$ cat src/rtl/bcd_display_scanner.sv
// Time-multiplexed BCD 7-segment scanner with frame-aligned double buffering.
// Optional macro LEADING_ZERO_BLANK_EN suppresses leading zero digits (digit 0 always shown).
module bcd_display_scanner #(
  parameter int NUM_DIGITS  = 4,
  parameter int REFRESH_DIV = 100000,
  parameter int ACTIVE_LOW  = 1
) (
  input  logic                    clk,
  input  logic                    reset,
  input  logic [4*NUM_DIGITS-1:0] bcd_in,
  input  logic                    load,
  output logic [6:0]              seg,
  output logic [NUM_DIGITS-1:0]   an,
  output logic                    load_pending
);
  localparam int IDX_W = (NUM_DIGITS > 1) ? $clog2(NUM_DIGITS) : 1;
  localparam int PS_W  = (REFRESH_DIV > 1) ? $clog2(REFRESH_DIV) : 1;
  localparam logic [IDX_W-1:0] LAST_IDX = IDX_W'(NUM_DIGITS - 1);
  localparam logic [PS_W-1:0]  LAST_PS  = PS_W'(REFRESH_DIV - 1);
  localparam logic INV = (ACTIVE_LOW != 0);

  typedef enum logic {BLANK, DRIVE} state_t;

  state_t                  state, state_nxt;
  logic [IDX_W-1:0]        idx, idx_nxt;
  logic [PS_W-1:0]         ps, ps_nxt;
  logic [4*NUM_DIGITS-1:0] pending, shadow;
  logic                    slot_end, commit, suppress;
  logic [3:0]              digit;
  logic [6:0]              seg_hi;
  logic [NUM_DIGITS-1:0]   an_hi;

  function automatic logic [6:0] decode(input logic [3:0] d);
    case (d)
      4'd0:    decode = 7'b0111111;
      4'd1:    decode = 7'b0000110;
      4'd2:    decode = 7'b1011011;
      4'd3:    decode = 7'b1001111;
      4'd4:    decode = 7'b1100110;
      4'd5:    decode = 7'b1101101;
      4'd6:    decode = 7'b1111101;
      4'd7:    decode = 7'b0000111;
      4'd8:    decode = 7'b1111111;
      4'd9:    decode = 7'b1101111;
      default: decode = 7'b1000000;
    endcase
  endfunction

  always_comb begin
    state_nxt = state;
    idx_nxt   = idx;
    ps_nxt    = ps;
    slot_end  = (state == DRIVE) && (ps == LAST_PS);
    commit    = slot_end && (idx == LAST_IDX);
    case (state)
      BLANK: begin
        state_nxt = DRIVE;
        ps_nxt    = '0;
      end
      DRIVE: begin
        if (slot_end) begin
          ps_nxt    = '0;
          idx_nxt   = (idx == LAST_IDX) ? '0 : idx + 1'b1;
          state_nxt = BLANK;
        end else begin
          ps_nxt = ps + 1'b1;
        end
      end
      default: state_nxt = BLANK;
    endcase
  end

  // Outputs are computed for the upcoming cycle so the registered pins line up with state.
  always_comb begin
    digit    = '0;
    an_hi    = '0;
    suppress = 1'b0;
    for (int i = 0; i < NUM_DIGITS; i++) begin
      if (idx_nxt == IDX_W'(i)) digit = shadow[4*i +: 4];
      an_hi[i] = (state_nxt == DRIVE) && (idx_nxt == IDX_W'(i));
    end
`ifdef LEADING_ZERO_BLANK_EN
    begin
      logic zero_run;
      zero_run = 1'b1;
      for (int i = NUM_DIGITS - 1; i > 0; i--) begin
        zero_run = zero_run && (shadow[4*i +: 4] == 4'd0);
        if (idx_nxt == IDX_W'(i)) suppress = zero_run;
      end
    end
`endif
    seg_hi = (state_nxt == DRIVE) ? decode(digit) : 7'b0;
    if (suppress) begin
      an_hi  = '0;
      seg_hi = '0;
    end
  end

  always_ff @(posedge clk) begin
    if (reset) begin
      state        <= BLANK;
      idx          <= '0;
      ps           <= '0;
      pending      <= '0;
      shadow       <= '0;
      load_pending <= 1'b0;
      seg          <= {7{INV}};
      an           <= {NUM_DIGITS{INV}};
    end else begin
      state <= state_nxt;
      idx   <= idx_nxt;
      ps    <= ps_nxt;
      seg   <= seg_hi ^ {7{INV}};
      an    <= an_hi ^ {NUM_DIGITS{INV}};
      if (commit) begin
        // A load landing on the wrap edge bypasses the pending buffer.
        if (load) begin
          shadow  <= bcd_in;
          pending <= bcd_in;
        end else if (load_pending) begin
          shadow <= pending;
        end
        load_pending <= 1'b0;
      end else if (load) begin
        pending      <= bcd_in;
        load_pending <= 1'b1;
      end
    end
  end
endmodule

$ cat config.mk
export PLATFORM = sky130hd
export DESIGN_NAME = bcd_display_scanner
export DESIGN_NICKNAME = d
export VERILOG_FILES = /design/src/rtl/bcd_display_scanner.sv
export SDC_FILE = /design/constraint.sdc
export NUM_CORES = 1
export LEC_CHECK = 0
export CAP_MARGIN = 20
export CORE_MARGIN = 2
export CORE_UTILIZATION = 50
export CTS_CLUSTER_SIZE = 12
export DETAILED_ROUTE_END_ITERATION = 8
export HOLD_SLACK_MARGIN = 0.08
export PLACE_DENSITY_LB_ADDON = 0.08
export SETUP_SLACK_MARGIN = 0.4
export SYNTH_ARGS = -nofsm -noshare
export SYNTH_HDL_FRONTEND = slang
export SYNTH_SLANG_ARGS = --single-unit
$ cat constraint.sdc
create_clock -name clk -period 5.4 [get_ports clk]
set_clock_uncertainty 0.2 [all_clocks]
set_input_delay 1.08 -clock clk [delete_from_list [all_inputs] [get_ports clk]]
set_output_delay 1.08 -clock clk [all_outputs]
set_load 0.02 [all_outputs]
# --- Word level (Yosys, flattened, before mapping) ---
# Memory sizes are Yosys's and may differ from the RTL's.
# Cells that the tools add are included.
totals:
  output_inout_bits: 12
  memories: 1
  register_bits: 64
  in_bits: 19
  mem_bits_ro: 112
  wordCells: 43
op_classes:
  eq_ne: 5
  n_bitwise: 3
  add_sub_neg: 2
  mux: 14
  reduce_logical: 10
memory_table:
  columns: ["memory", "words", "width", "read_ports", "rd_ports_with_merged_regs", "write_ports", "line_no", "rtl"]
  rows:
  - ["(no name shown)", 16, 7, 1, 0, 0, "34", "case (d)"]
op_table:
  columns: ["op", "n"]
  rows:
  - ["$pmux 17 s2", 1]
  - ["$mux 16", 2]
  - ["$add 17x1->17 const B", 1]
  - ["$eq 17x17->1 const B", 1]
  - ["$mux 17", 1]
  - ["$mux 4", 4]
  - ["$mux 7", 1]
  - ["$not 7->7", 1]
  - ["$eq 2x2->1 const B", 3]
  - ["$logic_and 1x1->1", 6]
  - ["$mux 2", 3]
  - ["$not 4->4", 1]
  - ["$add 2x1->2 const B", 1]
  - ["$eq 2x1->1 const B", 1]
  - ["$logic_not 2->1", 1]
  - ["$pmux 1 s2", 1]
  - ["$reduce_and 2->1", 1]
  - ["$reduce_bool 2->1", 1]
  - ["$reduce_or 2->1", 1]
  - ["$mux 1", 1]
  - ["$not 1->1", 1]

# --- Longest topological paths before layout ---
# Gate-level depths: netlist of the first run.
# An unclocked memory read counts as a cell.
depth:
  word_depth: 12
  mapped_depth: 13

# --- Least setup slack after synthesis of the first run ---
# OpenSTA, ideal clock, no wires.
synth_timing:
  path_type: "register to register"
  startpoint: "register ps[0]"
  endpoint: "register seg[1]"
  setup_slack_ns: 2.679
  path_stages_with_launch: 12
  n_path_buf: 1
  t_required_ns: 5.126
  t_arrival_ns: 2.447
  setup_ns: 0.074
  path_cell_list: "dfxtp_1 > ha_1 > and4_4 > nand3_4 > o31ai_4 > and2_4 > buf_6 > mux2i_1 > inv_1 > ha_1 > and2_2 > o21ai_0"
synth_via:
  elab_chain_cells: 12
synth_rtl:
  columns: ["item", "line_no", "rtl"]
  rows:
  - ["from (decl)", "26", "logic [PS_W-1:0] ps, ps_nxt;"]
  - ["from (signal assigned)", "112", "ps <= ps_nxt;"]
  - ["$eq 17x17->1 *", "53", "slot_end = (state == DRIVE) && (ps == LAST_PS);"]
  - ["$logic_and 1x1->1 *", "53", null]
  - ["$mux 2", "61", "if (slot_end) begin"]
  - ["$mux 2", "55", "case (state)"]
  - ["$logic_not 2->1", "79", "if (idx_nxt == IDX_W'(i)) digit = shadow[4*i +: 4];"]
  - ["$mux 4 (4 in a row)", "79", null]
  - ["$mem_v2 16x7", null, null]
  - ["$mux 7 *", "92", "seg_hi = (state_nxt == DRIVE) ? decode(digit) : 7'b0;"]
  - ["$not 7->7 (no source line) *", null, null]
  - ["to (signal assigned)", "107", "seg <= {7{INV}};"]
  - ["to (signal assigned)", "113", "seg <= seg_hi ^ {7{INV}};"]
  - ["to (decl)", "12", "output logic [6:0] seg,"]
# Mark *: on every way between the ends. The rest lies on a longest branch, timed or not.
# A chain may end at the register's enable or synchronous reset.

# --- Worst setup path in the final report of the first run ---
layout_timing:
  startpoint: "register idx[0]"
  endpoint: "register seg[4]"
layout_via:
  elab_chain_cells: 12
layout_rtl:
  columns: ["item", "line_no", "rtl"]
  rows:
  - ["from (decl)", "25", "logic [IDX_W-1:0] idx, idx_nxt;"]
  - ["from (signal assigned)", "111", "idx <= idx_nxt;"]
  - ["$add 2x1->2 or $eq 2x2->1 (tied branches)", "63", "idx_nxt = (idx == LAST_IDX) ? '0 : idx + 1'b1;"]
  - ["$mux 2", "63", null]
  - ["$mux 2", "61", null]
  - ["$mux 2 *", "55", null]
  - ["$logic_not 2->1", "79", null]
  - ["$mux 4 (3 in a row)", "79", null]
  - ["$mux 4 *", "79", null]
  - ["$mem_v2 16x7 *", null, null]
  - ["$mux 7 *", "92", null]
  - ["$not 7->7 (no source line) *", null, null]
# Marked as above.

==> key figures, run 1 <==
Synthesis
  – Asr flop ratio synth: 0%
  – Area share of the largest cell type after synthesis: 43.30%
  – Post-synth EDFFs: 0
  – Synth top area cells: dfxtp_1, nor2_1, mux2i_1, a211oi_1, nand2_1
  – Post-synthesis cell area: 2959 µm²
  – Post-synth top area cell: dfxtp_1
  – Seq cells post-synth: 64
  – Avg Inst Size Synth: 9.105 µm²
  – Net count of the mapped netlist: 351
  – Gate Count Post-Synth: 325
  – Prevailing post-synth register cell: dfxtp_1
  – Sequential area share after synthesis: 43.30%
  – Yosys warning count: 0
  – Unique cell type count in the Yosys netlist: 44

Timing
  – TNS Setup: 0 ps
  – Period utilization: 63.85%
  – Slew at the pin closest to its max-slew limit: 652.5 ps
  – Slew headroom: 56.44%
  – Final min period: 3448 ps
  – Hold slack: 269.0 ps
  – FMAX: 0.2900 GHz
  – Final Hold Viols: 0
  – Final Max Tran Viols: 0
  – Final setup margin: 1952 ps
  – Unrepaired setup endpoints after global routing: no
  – Setup violators final: 0

Die
  – Chip width: 80.93 µm
  – Site Rows: 28
  – I/O pin total: 31
  – Total core area: 5816 µm²
  – Die H: 80.93 µm
  – Die area: 6550 µm²
  – Initial Utilization: 50.88%

Critical path
  – Critical Path Fanout Max: 24
  – CP Data Required Time: 5470 ps
  – Crit path launch type: register
  – Crit path arrival time: 3520 ps
  – Critical path class: reg -> reg
  – Critical path endpoint category: register

Flow run
  – Max-Cap Viols: 0

CTS
  – Clock buffer depth: 2
  – CTS Hold Buffers Added: 0
  – Post-CTS Setup Bufs: 0
  – CTS sink count: 64
  – CTS H-tree lvls: 3
  – # resized after CTS: 0
  – Clk pin slew, worst setup/hold paths: 70 ps
  – TritonCTS Buffers: 9
  – Clock insertion delay at the later pin of the skew report: 340 ps
  – CTS Root Cell: clkbuf_8
  – CTS tree: yes

Route
  – DRT iter0 DRCs: 152
  – Metal2 WL: 2.644 mm
  – Routed Antenna Nets: 0
  – Met3 WL: 309 µm
  – Routed WL per cell: 13.30 µm
  – DRC: 0
  – Vias: 2300
  – Final wirelength: 5.717 mm
  – DRT Pass-1 Iters: 5
  – Met1 WL: 2.685 mm
  – Highest metal used: met4
  – Vias/cell: 5.349

Pwr
  – Final Power: 0.9786 mW
  – Maximum VDD drop: 0.0002155 V
  – LEAKAGE: 1.263 nW
  – Pwr dens: 280.2 nW/µm²

Global routing
  – Initial antenna violation count: 0
  – Tot GR Track Use: 19.23%
  – Grt ovf: 0
  – First-pass GRT wire length: 9.687 mm
  – Vias in the first global route: 2129
  – Largest net degree at the start of global routing: 37

Cells and area
  – Area Growth Syn to Fin: 18.01%
  – Ant diodes: 0
  – Multi-input gate area: 1545 µm²
  – Fill count: 565
  – Layout net count: 376
  – Seq. cell area: 1281 µm²
  – Share of layout cells above drive strength 1: 9.577%

Hold path
  – Worst hold path type: reg -> reg

Place
  – Post-Place Setup Slack: 1968 ps
  – HPWL after detailed placement: 3.959 mm
  – GPL Wtd Cong: 0.8331
  – PortBufs: 30

Run status
  – Status: finished clean
-- final cells by class --
type	instances	area share (%)
Multi-Input combinational cell	234	44.25
Sequential cell	64	36.69
Timing Repair Buffer	33	9.459
Clock buffer	10	3.655
Tap cell	75	2.687
Clock inverter	6	2.401
Inverter	8	0.8599
-- per-stage QoR --
stage          instances  cell area [µm²]  util, %
2_1_floorplan        325             2959        -
3_3_place_gp         413             3266    56.15
3_5_place_dp         413             3266    56.15
4_1_cts              429             3477    59.79
5_1_grt              430             3492    60.05
6_report             430             3492    60.05
-- cell usage in the layout, fill, tap and decap left out, types with 2 or more instances in the layout --
cell             Yosys  layout
o21ai_0              3       3
xor2_1              10      10
a21oi_2              2       2
bufinv_16            0       2
nand2b_1             8       8
ha_1                 7       7
nand4_1              2       2
a22oi_1              2       2
buf_4                3       2
or2_2                2       2
a211oi_1            20      20
a21o_1               2       2
nand3_1             10      10
xnor2_1              5       5
nand2_1             30      30
dfxtp_1             64      64
and3_1               6       6
or3_1                2       2
mux2i_1             20      20
inv_1                7       7
clkinv_2             0       3
clkbuf_8             0       9
nor2_1              67      66
clkdlybuf4s50_1      0      30
a2111oi_0            8       8
a32oi_1              9       9
-- registers in the layout (all words and copies together), names as in the netlist --
signal and count:
state 1, shadow 16, seg 7, idx 2, pending 16, load_pending 1
ps 17, an 4
-- per-layer routing --
metal  vias to the layer above  GRT usage (%)
met5                         -              0
met4                         0          5.763
met3                         7          5.778
met2                        55          30.00
met1                      1059          25.69
li1                       1179              -
-- cells in the mapped netlist (all sizes together), types with 2 or more instances --
| cell type | instances |
|---|---|
| nor2 | 67 |
| dfxtp | 64 |
| nand2 | 31 |
| mux2i | 21 |
| a211oi | 20 |
| clkbuf | 13 |
| nand3 | 11 |
| xor2 | 10 |
| a32oi | 9 |
| a2111oi | 8 |
| nand2b | 8 |
| ha | 7 |
| inv | 7 |
| and3 | 6 |
| buf | 6 |
| xnor2 | 5 |
| o21ai | 4 |
| a21oi | 3 |
| and2 | 3 |
| nand4 | 3 |
| a21o | 2 |
| a22oi | 2 |
| or2 | 2 |
| or3 | 2 |
-- power by group --
part / switching (mW) / total [mW] / internal [mW]
registers: 0.00368 / 0.487 / 0.483
clock network: 0.180 / 0.438 / 0.258
logic: 0.0257 / 0.0531 / 0.0273
total: 0.210 / 0.979 / 0.769
-- worst max-delay path, stage by stage, from the launching register on --
cell,delay (ps)
dfxtp_1,520
ha_1,340
nor2_1,480
nand2_1,100
a2111oi_0,530
a211oi_1,120
a21oi_2,320
inv_1,140
ha_1,210
a211oi_1,180
a211oi_1,70
o21ai_0,160
-- logic make-up (layout without fill, tap and decap cells) --
logic type               Yosys count  count (layout)  share of synthesized area, %
adder cells (fa/ha/maj)            7               7                         2.960
XOR/XNOR                          15              15                         4.440
AND/OR/NAND/NOR                  141             141                         23.85
multiplexers                      22              22                         7.611
buffers and inverters             27              57                         4.567
AO/OA/AOI/OAI                     49              49                         13.28
flip-flops                        64              64                         43.30
-- final timing paths --
check | to | slack, ps | from | cells after the start
max | seg[4]$_SDFF_PP1_ | 1950 | idx[0]$_SDFF_PP0_ | 11
min | ps[0]$_SDFF_PP0_ | 270 | ps[0]$_SDFF_PP0_ | 1
max reg2reg | seg[4]$_SDFF_PP1_ | 1950 | idx[0]$_SDFF_PP0_ | 11
min reg2reg | ps[0]$_SDFF_PP0_ | 270 | ps[0]$_SDFF_PP0_ | 1
Power figures use the tool's default switching activity.
==> inputs of run 2 (changes only) <==
==> constraint.sdc (replaced) <==
create_clock -name clk -period 3.4 [get_ports clk]
set_clock_uncertainty 0.2 [all_clocks]
set_input_delay 0.68 -clock clk [delete_from_list [all_inputs] [get_ports clk]]
set_output_delay 0.68 -clock clk [all_outputs]
set_load 0.02 [all_outputs]
==> run 2 against run 1 <==
Setup slack worse by 1400 ps. Wire length is 1.5% higher. Global-route usage increased by 0.50 points. Sequential share of layout area decreased by 1.3 points. Register-to-register slack worse by 1400 ps. Clock power grew 62%. Critical path depth fell by 1. Worst hold slack improved by 5.9 ps. Critical endpoint unchanged. Highest routed layer unchanged.
==> key figures, run 2 (same netlist as run 1, synthesis figures left out) <==
Route
  – Routed WL per cell: 13.22 µm
  – Routed Antenna Nets: 0
  – DRT iter0 DRCs: 154
  – Vias/cell: 5.289
  – DRT Pass-1 Iters: 4
  – DRC: 0
  – Vias: 2322
  – Final wirelength: 5.802 mm

Timing
  – Slew headroom: 54.31%
  – TNS Setup: 0 ps
  – Setup violators final: 0
  – Final Max Tran Viols: 0
  – Final min period: 2812 ps
  – Slew at the pin closest to its max-slew limit: 683.4 ps
  – FMAX: 0.3557 GHz
  – Period utilization: 82.70%
  – Final Hold Viols: 0
  – Unrepaired setup endpoints after global routing: yes

Die
  – Total core area: 5816 µm²
  – Site Rows: 28
  – I/O pin total: 31
  – Initial Utilization: 50.88%
  – Chip width: 80.93 µm
  – Die area: 6550 µm²
  – Die H: 80.93 µm

Critical path
  – Critical Path Fanout Max: 10
  – Crit path arrival time: 2890 ps
  – CP Data Required Time: 3480 ps
  – Critical path class: reg -> reg
  – Critical path endpoint category: register
  – Crit path launch type: register

Cells and area
  – Share of layout cells above drive strength 1: 13.19%
  – Most frequent cells in the layout: nor2_1, dfxtp_1, nand2_1, clkdlybuf4s50_1, a211oi_1
  – Ant diodes: 0
  – Layout net count: 385
  – Fin cells: 439
  – Top reg by flops: ps
  – Largest registers: ps (17), pending (16), shadow (16)
  – Commonest non-fill, non-tap cell in the layout: nor2_1
  – Max reg flops: 17
  – Area Growth Syn to Fin: 22.49%

CTS
  – Clk pin slew, worst setup/hold paths: 60 ps
  – CTS Root Cell: clkbuf_8
  – CTS H-tree lvls: 3
  – CTS sink count: 64
  – Clock insertion delay at the later pin of the skew report: 350 ps
  – Clock buffer depth: 2
  – CTS Hold Buffers Added: 0
  – TritonCTS Buffers: 9
  – CTS tree: yes

Place
  – # placed instances: 417
  – PortBufs: 30
  – HPWL after detailed placement: 3.981 mm
  – GPL Wtd Cong: 0.8793

Run status
  – Status: finished clean

Pwr
  – Maximum VDD drop: 0.0003241 V
  – Pwr dens: 432.2 nW/µm²
  – LEAKAGE: 1.297 nW

Global routing
  – First-pass GRT wire length: 9.873 mm
  – Tot GR Track Use: 19.73%
  – Initial antenna violation count: 0
  – Grt ovf: 0
  – Vias in the first global route: 2077
  – Largest net degree at the start of global routing: 36

Flow run
  – Max-Cap Viols: 0

Hold path
  – Worst hold path type: reg -> reg
-- run 2: cell types whose count changed in the layout (fill, tap and decap cells not counted), moves of 2 or more --
cell       change
clkbuf_1       +2
a2111oi_0      -6
a2111oi_2      +4
clkinv_2       -2
buf_4         +10
-- run 2: path summary, 6_finish.rpt --
kind | slack, ps | from | to | cells past startpoint
hold / removal | 270 | ps[0]$_SDFF_PP0_ | ps[0]$_SDFF_PP0_ | 1
setup / recovery | 590 | ps[8]$_SDFF_PP0_ | seg[4]$_SDFF_PP1_ | 10
hold reg to reg | 270 | ps[0]$_SDFF_PP0_ | ps[0]$_SDFF_PP0_ | 1
setup reg to reg | 590 | ps[8]$_SDFF_PP0_ | seg[4]$_SDFF_PP1_ | 10
-- run 2: final cells by class --
class	instances	area (µm²)
clock buffers	13	148.9
clock inverters	3	65.06
fillers	525	2191
inverters	8	30.03
multi-input cells	234	1615
flip-flops and latches	64	1281
well taps	75	93.84
repair buffers	42	390.4
-- run 2: timing repair --
item / in CTS / in global routing
resized for setup: 1 / 16
setup buffers: 0 / 6
pin swaps: 0 / 3
endpoints found under the setup margin: 2 / 7
-- run 2: where the power goes --
group | internal, mW | leakage (nW) | total [mW] | switching, mW
combinational | 0.0434 | 0.666 | 0.0841 | 0.0407
clock | 0.432 | 0.108 | 0.709 | 0.276
sequential | 0.768 | 0.522 | 0.774 | 0.00581
total | 1.24 | 1.30 | 1.57 | 0.323
-- run 2: routing by layer --
layer / GRT usage [%] / vias to the layer above / routed length [µm]
met2: 29.17 / 53 / 2569
met3: 4.333 / 10 / 292
met4: 9.661 / 0 / 95
met1: 27.16 / 1057 / 2845
li1: - / 1202 / -
met5: 0 / - / 0
-- run 2: worst max-delay path, stage by stage, from the launching register on --
cell and delay, ps:
dfxtp_1 350, nor4_4 350, nand4b_4 290, o31ai_4 320
and2_4 240, mux2i_4 280, inv_1 110, ha_1 220
a211oi_1 180, a211oi_1 60, o21ai_0 150
-- run 2: metrics by stage --
step,hold WS [ps],utilization [%],total power [mW],worst slack (ps),area [µm²]
detailed placement,275.1,56.67,0.8764,390.5,3296
finish,274.9,62.33,1.566,588.3,3625
CTS,285.3,60.37,1.582,417.9,3511
floorplan,229.7,-,0.8359,678.8,2959
global placement,244.7,56.67,0.8752,469.9,3296
global route,314.9,62.33,1.623,361.8,3625
==> inputs of run 3 (changes only) <==
==> constraint.sdc (replaced) <==
create_clock -name clk -period 2.66 [get_ports clk]
set_clock_uncertainty 0.2 [all_clocks]
set_input_delay 0.532 -clock clk [delete_from_list [all_inputs] [get_ports clk]]
set_output_delay 0.532 -clock clk [all_outputs]
set_load 0.02 [all_outputs]
==> run 3 against run 2 <==
Clock power is 20% higher. Clock-buffer cell count is 2 lower. Non-clock buffer count is 35 higher. Final cell count is 8.2% higher. Critical path type unchanged. Critical path depth is 2 higher. Design area is 14% higher. Largest power group unchanged. Register-to-register slack worse by 520 ps.
==> key figures, run 3 (same netlist as run 1, synthesis figures left out) <==
Run status
  – Status: finished clean

Route
  – Vias: 2521
  – DRT iter0 DRCs: 154
  – DRT Pass-1 Iters: 4
  – Routed WL per cell: 14.49 µm
  – Vias/cell: 5.307
  – Final wirelength: 6.885 mm
  – Routed Antenna Nets: 0
  – DRC: 0

Timing
  – Slew at the pin closest to its max-slew limit: 353.7 ps
  – Setup violators final: 0
  – Final min period: 2588 ps
  – Slew headroom: 76.37%
  – Final setup margin: 72.46 ps
  – Final Hold Viols: 0
  – Period utilization: 97.28%
  – Unrepaired setup endpoints after global routing: yes
  – Final Max Tran Viols: 0
  – FMAX: 0.3865 GHz

Global routing
  – Initial antenna violation count: 0
  – Tot GR Track Use: 22.16%
  – Grt ovf: 0
  – Vias in the first global route: 2331
  – First-pass GRT wire length: 11.08 mm
  – Largest net degree at the start of global routing: 36

CTS
  – Clock buffer depth: 2
  – CTS sink count: 64
  – Clock insertion delay at the later pin of the skew report: 350 ps
  – Clk pin slew, worst setup/hold paths: 70 ps
  – TritonCTS Buffers: 9
  – CTS Hold Buffers Added: 0
  – CTS Root Cell: clkbuf_8
  – CTS H-tree lvls: 3
  – CTS tree: yes

Die
  – Initial Utilization: 50.88%
  – Die area: 6550 µm²
  – Chip width: 80.93 µm
  – Total core area: 5816 µm²
  – Die H: 80.93 µm
  – Site Rows: 28
  – I/O pin total: 31

Cells and area
  – Commonest non-fill, non-tap cell in the layout: nor2_1
  – Final core utilization: 70.78%
  – Top reg by flops: ps
  – Most frequent cells in the layout: nor2_1, dfxtp_1, buf_4
  – Max reg flops: 17
  – Share of layout cells above drive strength 1: 29.00%
  – Ant diodes: 0
  – Largest registers: ps (17), pending (16), shadow (16)
  – Area Growth Syn to Fin: 39.11%
  – Layout net count: 421

Place
  – Post-Place Setup Slack: -39.26 ps
  – GPL Wtd Cong: 0.8641
  – PortBufs: 30
  – HPWL after detailed placement: 4.390 mm

Critical path
  – Critical path class: reg -> reg
  – Critical path endpoint category: register
  – Reg2reg end: seg[4]$_SDFF_PP1_
  – Critical Path Fanout Max: 6
  – Reg2reg start: ps[1]$_SDFF_PP0_
  – Setup slack, reg-to-reg: 70 ps
  – CP Data Required Time: 2730 ps
  – R2R depth: 12
  – Crit path arrival time: 2660 ps
  – Crit path launch type: register

Pwr
  – Maximum VDD drop: 0.0003816 V
  – LEAKAGE: 1.509 nW
  – Pwr dens: 476.8 nW/µm²

Hold path
  – Worst hold path type: reg -> reg
  – WHS Endpoint: pending[8]$_SDFFE_PP0P_
  – Hold path depth: 2
  – Hold Startpoint: pending[8]$_SDFFE_PP0P_

Flow run
  – Max-Cap Viols: 0
run 3: changes by cell type in the layout (fill, tap and decap cells not counted), sizes merged:
| cell | delta |
|---|---|
| buf | +34 |
| clkinvlp | +2 |
| bufinv | -1 |
| clkbuf | -1 |
| clkinv | +1 |
| nand3 | +1 |
run 3: timing repair:
action,in CTS,in global routing
setup endpoints to repair,38,40
gates cloned,1,1
buffers inserted,13,5
gates resized for setup,37,13
pin swaps,18,3
run 3: routing by layer:
layer / up-vias / part of all wire (%) / track usage (%)
met2: 49 / 45 / 33.72
met1: 1185 / 49 / 29.11
met5: - / 0 / 0
met3: 11 / 3.6 / 4.778
met4: 0 / 2.3 / 12.37
li1: 1276 / - / -
run 3: worst max-delay path, stage by stage, from the launching register on:
cell and delay [ps]:
dfxtp_2 350, ha_4 130, and4_4 260, nand3_4 140
buf_6 160, a2111oi_4 330, nor2_2 100, a21oi_4 210
inv_2 100, ha_4 170, a211oi_2 140, a211oi_1 80
o21ai_1 140
run 3: through the flow:
stage | hold slack, ps | TNS (ps) | power (mW) | std cells | cell area (µm²)
final | 294.3 | 0 | 1.963 | 475 | 4116
after detailed placement | 284.3 | -95.40 | 1.122 | 439 | 3536
after floorplan | 231.4 | 0 | 1.069 | 325 | 3030
after global routing | 334.7 | -120.5 | 2.025 | 475 | 4116
after global placement | 274.1 | -41.57 | 1.119 | 439 | 3536
after CTS | 302.9 | 0 | 1.977 | 469 | 3983
run 3: area by class of cell:
class                      count  area, µm²
tap                           75      93.84
clock buffer                  11      151.4
sequential                    64       1290
multi-input combinational    235       1780
fill                         452       1699
clock inverter                 5      55.05
timing repair buffer          77      710.7
inverter                       8      35.03
run 3: worst max path at each step:
stage,slack (ps),endpoint,startpoint,cells after the start
final,70,seg[4]$_SDFF_PP1_,ps[1]$_SDFF_PP0_,12
after global routing,-80,seg[4]$_SDFF_PP1_,ps[1]$_SDFF_PP0_,12
after CTS,90,seg[6]$_SDFF_PP1_,ps[8]$_SDFF_PP0_,9
after detailed placement,-40,seg[6]$_SDFF_PP1_,ps[1]$_SDFF_PP0_,8
after global placement,-20,seg[0]$_SDFF_PP1_,ps[1]$_SDFF_PP0_,9
after floorplan,80,seg[6]$_SDFF_PP1_,ps[0]$_SDFF_PP0_,11
run 3: power breakdown:
part	internal [mW]	switching, mW
Sequential	0.980	0.00870
Clock	0.480	0.374
Combinational	0.0633	0.0559
Total	1.52	0.439
